<file path="src/rtl/bram_copy_pkg.sv">
// Shared types for the block-RAM copy engine: FSM state encoding.
package bram_copy_pkg;

  typedef enum logic [1:0] {
    ST_IDLE = 2'd0,
    ST_COPY = 2'd1,
    ST_DONE = 2'd2
  } state_t;

endpackage

</file>
<file path="src/rtl/bram_copy.sv">
// Block-RAM copy engine: streams len words from src to dst through one RAM read and one RAM write port.
// Optional macro BRAM_COPY_FILL_EN adds a fill mode that writes a constant instead of copied data.
module bram_copy
  import bram_copy_pkg::*;
#(
  parameter int WIDTH = 8,
  parameter int DEPTH = 256,
  localparam int AW = $clog2(DEPTH)
) (
  input  logic             clk,
  input  logic             rst_n,
  input  logic             start,
  input  logic [AW-1:0]    src,
  input  logic [AW-1:0]    dst,
  input  logic [AW:0]      len,
`ifdef BRAM_COPY_FILL_EN
  input  logic             fill_mode,
  input  logic [WIDTH-1:0] fill_value,
`endif
  output logic             busy,
  output logic             done,
  output logic             mem_we,
  output logic [AW-1:0]    mem_addr_write,
  output logic [AW-1:0]    mem_addr_read,
  output logic [WIDTH-1:0] mem_data_out,
  input  logic [WIDTH-1:0] mem_data_in
);

  state_t          state_reg, state_next;
  logic [AW-1:0]   rd_addr_reg, wr_addr_reg;
  logic [AW:0]     len_reg, rd_cnt_reg, wr_cnt_reg;
  logic            we_reg;
  logic            fill_active;
  logic [WIDTH-1:0] fill_data;

`ifdef BRAM_COPY_FILL_EN
  logic             fill_reg;
  logic [WIDTH-1:0] fill_value_reg;

  always_ff @(posedge clk) begin
    if (!rst_n) begin
      fill_reg       <= 1'b0;
      fill_value_reg <= '0;
    end else if (state_reg == ST_IDLE && start) begin
      fill_reg       <= fill_mode;
      fill_value_reg <= fill_value;
    end
  end

  assign fill_active = fill_reg;
  assign fill_data   = fill_value_reg;
`else
  assign fill_active = 1'b0;
  assign fill_data   = '0;
`endif

  always_ff @(posedge clk) begin
    if (!rst_n) begin
      state_reg <= ST_IDLE;
    end else begin
      state_reg <= state_next;
    end
  end

  // COPY ends once the last write has been presented for a full cycle.
  always_comb begin
    state_next = state_reg;
    case (state_reg)
      ST_IDLE: begin
        if (start) begin
          state_next = (len == '0) ? ST_DONE : ST_COPY;
        end
      end
      ST_COPY: begin
        if (we_reg && wr_cnt_reg == len_reg) begin
          state_next = ST_DONE;
        end
      end
      default: state_next = ST_IDLE;
    endcase
  end

  // Reads lead writes by one cycle to cover the RAM's registered read latency.
  always_ff @(posedge clk) begin
    if (!rst_n) begin
      rd_addr_reg <= '0;
      wr_addr_reg <= '0;
      len_reg     <= '0;
      rd_cnt_reg  <= '0;
      wr_cnt_reg  <= '0;
      we_reg      <= 1'b0;
    end else begin
      case (state_reg)
        ST_IDLE: begin
          we_reg <= 1'b0;
          if (start && len != '0) begin
            rd_addr_reg <= src;
            wr_addr_reg <= dst;
            len_reg     <= len;
            rd_cnt_reg  <= {{AW{1'b0}}, 1'b1};
            wr_cnt_reg  <= '0;
          end
        end
        ST_COPY: begin
          if (rd_cnt_reg < len_reg) begin
            rd_cnt_reg <= rd_cnt_reg + 1'b1;
            if (!fill_active) begin
              rd_addr_reg <= rd_addr_reg + 1'b1;
            end
          end
          if (we_reg) begin
            wr_addr_reg <= wr_addr_reg + 1'b1;
          end
          if (wr_cnt_reg < len_reg) begin
            we_reg     <= 1'b1;
            wr_cnt_reg <= wr_cnt_reg + 1'b1;
          end else begin
            we_reg <= 1'b0;
          end
        end
        default: we_reg <= 1'b0;
      endcase
    end
  end

  always_comb begin
    busy           = (state_reg == ST_COPY);
    done           = (state_reg == ST_DONE);
    mem_we         = we_reg;
    mem_addr_read  = rd_addr_reg;
    mem_addr_write = wr_addr_reg;
    mem_data_out   = fill_active ? fill_data : mem_data_in;
  end

endmodule
</file>
<file path="config.mk">
export PLATFORM = sky130hd
export DESIGN_NAME = bram_copy
export DESIGN_NICKNAME = d
export VERILOG_FILES = /design/src/rtl/bram_copy_pkg.sv /design/src/rtl/bram_copy.sv
export SDC_FILE = /design/constraint.sdc
export NUM_CORES = 1
export LEC_CHECK = 0
export ABC_AREA = 0
export CAP_MARGIN = 5
export CORE_ASPECT_RATIO = 1.4
export CORE_MARGIN = 5
export CORE_UTILIZATION = 54
export DETAILED_ROUTE_END_ITERATION = 8
export HOLD_SLACK_MARGIN = 0.03
export PLACE_DENSITY = 0.95
export RECOVER_POWER = 100
export SLEW_MARGIN = 20
export SYNTH_ARGS = -nofsm -noshare
export SYNTH_HDL_FRONTEND = slang
export SYNTH_SLANG_ARGS = --single-unit
</file>
<file path="constraint.sdc">
create_clock -name clk -period 4.2 [get_ports clk]
set_input_delay 0.42 -clock clk [delete_from_list [all_inputs] [get_ports clk]]
set_output_delay 0.42 -clock clk [all_outputs]
set_load 0.05 [all_outputs]
</file>
==> results by group <==
STA
  – Min cycle time layout: 3230 ps
  – Fmax: around 0.31 GHz
  – Clock Skew: around 14 ps
  – RSZ-0062 raised after global routing: false
  – Max_slew headroom: 3.14%
  – Slew Viols, Final: 0
  – Final setup TNS: 0 ps
  – Tightest Pin Transition: 1450 ps
  – Hold Violations, Final: 0
  – Final period util: about three quarters
  – Setup Viol. Count Final: 0

Yosys
  – Synth unique cells: between 40 and 50
  – Synth async-reset ratio: 0%
  – Number of synthesis warnings: 0
  – Synthesized instance count: around 350
  – Avg Cell Area, Syn: about 7.9 µm²
  – Syn Std Cell Area: roughly 2800 µm²
  – Leading area contributor after synthesis: dfxtp_1
  – Register area share after synthesis: between 30% and 40%
  – Flops & latches, synth: 46
  – Synth Flop Type: dfxtp_1
  – Syn nets: slightly above 400
  – Ranking of synthesized cells by area: dfxtp_1 (33%), ha_1 (9.5%), a21oi_1 (7.0%)
  – Share of the synthesized area in the top cell type: 33.3%
  – EDFF count, synth: 0

Job
  – Max_cap viols: 0

Global routing
  – Vias in the first global route: roughly 2,600
  – Grt ovf: 0
  – Largest net degree at the start of global routing: 38
  – GRT Total Usage: between 20 and 25%
  – Initial antenna violation count: 0
  – First-pass GRT wire length: 11,700 µm

Place
  – RD Place Congestion: 0.883
  – Placed Instances: 441
  – Count of input and output buffers: 46
  – DP HPWL: roughly 5200 µm

Pwr
  – Int Pwr: approximately 0.00068 W
  – PwrDens: 320 nW/µm²
  – Switching Share: 34.7%
  – Sequential power share: between 40% and 50%
  – Clock network power share: 26.8%
  – Sw Pwr: roughly 0.00036 W
  – Comb power frac: a little over a quarter
  – Leak: ~1.3 nW
  – Worst VDD drop: 0.241 mV

Hold path
  – Cells on Worst Hold Path: 2
  – Min-delay worst type: reg -> reg

Routing
  – Routed length per instance: between 15 and 20 µm
  – Routed vias: roughly 2,700
  – Vias/cell: 5.99
  – Number of remaining DRC errors: 0
  – DR pass1 iterations: 5
  – DRT iter0 DRCs: between 200 and 250
  – Final WL: just over 7000 µm
  – Antenna viol nets, final: 0

Clock network
  – Resized cells post-CTS: 0
  – Clk_lat worst skew: about 310 ps
  – Hold buffer count at CTS: 0
  – Postcts setup bufs: 0
  – TritonCTS clock tree: built
  – CTS H-Tree Depth: 2
  – Clock Pin Slew Worst Setup and Hold Paths: roughly 100 ps
  – Clock Path Buffers: 2
  – Clock root cell: clkbuf_8
  – CTS Sinks: 46
  – CTS Buf Count: 5

Critical path
  – CP Capture Type: flop
  – Crit path required time: about 4400 ps
  – CP startpoint kind: flop
  – FF-to-FF path depth: 8
  – R2r setup slk: about 1000 ps
  – Critical Path Fanout Max: 16
  – Arr. time, crit path: around 3400 ps
  – Type of the worst setup path: reg -> reg

Cells and area
  – Ratio of cells with drive above 1 in the final layout: just over 5%
  – Final Net Count: approximately 440
  – Non-filler cells, final: around 450
  – Fillers: about 410
  – Area Growth Syn to Fin: 17.6%
  – Ant diodes: 0

Die
  – Die area: 6680 µm²
  – Core area: 4920 µm²
  – Num rows: 30
  – DIE HEIGHT: about 95 µm
  – # IOs: 63
  – Horiz. Die Dim: 70.5 µm
  – Starting Density: 56.3%

Run status
  – Status: completed
==> final cells by class <==
type,instances,area [µm²],area share [%]
tap,64,80.1,2.46
clock inverter,3,21.3,0.653
inverter,16,60.1,1.84
multi-input combinational,266,1630,50.0
sequential,46,921,28.3
clock buffer,5,68.8,2.11
timing repair buffer,49,475,14.6
==> cell usage after synthesis, types with 4 or more instances <==
cell	count
a21oi_1	39
and3_1	11
buf_4	9
clkbuf_1	11
dfxtp_1	46
ha_1	21
inv_1	15
mux2i_1	8
nand2_1	31
nand3_1	16
nor2_1	38
nor3_1	9
nor3b_1	5
o211ai_1	4
o21ai_0	24
o31ai_1	8
or2_2	4
or3_1	6
or3b_2	4
==> logic make-up after synthesis <==
logic type	share of synthesized area, %
fa+ha+maj	9.49
buf+inv	7.27
compound gates	21.6
simple gates	25.1
flops	33.3
mux	3.30
==> power by group through the flow <==
| stage | clock network [W] | registers, W | logic, W |
|---|---|---|---|
| after floorplan | 0 | 0.000544 | 0.000164 |
| after global placement | 0 | 0.000496 | 0.000274 |
| after detailed placement | 0 | 0.000497 | 0.000282 |
| after CTS | 0.000277 | 0.000487 | 0.000283 |
| after global routing | 0.000299 | 0.000491 | 0.000300 |
| final | 0.000278 | 0.000487 | 0.000274 |
==> worst paths after layout <==
check	from	to
hold / removal	wr_cnt_reg[8]	wr_cnt_reg[8]
hold reg to reg	wr_cnt_reg[8]	wr_cnt_reg[8]
setup reg to reg	len_reg[8]	mem_addr_read[2]
setup / recovery	len_reg[8]	mem_addr_read[2]
==> per-stage QoR <==
stage	total power [W]	hold slack, ps	setup slack, ps	cell area [µm²]	util [%]
detailed placement	0.000779	485	1340	3190	64.9
finish	0.00104	490	974	3260	66.2
global route	0.00109	528	654	3260	66.2
global placement	0.000769	472	1430	3190	64.9
CTS	0.00105	492	1300	3280	66.7
floorplan	0.000708	446	2130	2770	-
==> metal layers <==
metal / global-route usage (%) / wire length (µm) / up-vias
met5: 0 / 0 / -
met4: 9.42 / 195 / 0
met3: 4.15 / 391 / 20
met2: 40.1 / 3710 / 89
met1: 24.0 / 2780 / 1264
li1: - / - / 1315
==> worst max-delay path, cell delays in order, from the launching register on <==
cell      delay [ps]
dfxtp_1          310
inv_1             90
ha_1             310
nand4_1          110
or2_2            300
o211ai_1         750
and2_0           840
mux2i_1          290
a21oi_1           90
==> placed cells by master (no fill, tap or decap), types with 4 or more instances in the layout <==
cell type	instances
o21ai_0	24
nor3_1	9
dfxtp_1	46
clkdlybuf4s50_1	25
o211ai_1	5
nor2_1	38
nor3b_1	5
dlygate4sd3_1	21
o31ai_1	8
and3_1	11
nand3_1	16
mux2i_1	8
clkbuf_8	5
or3_1	6
inv_1	16
or3b_2	4
ha_1	21
or2_2	4
nand2_1	31
a21oi_1	39
No activity file was read; power rests on OpenSTA's default activity.
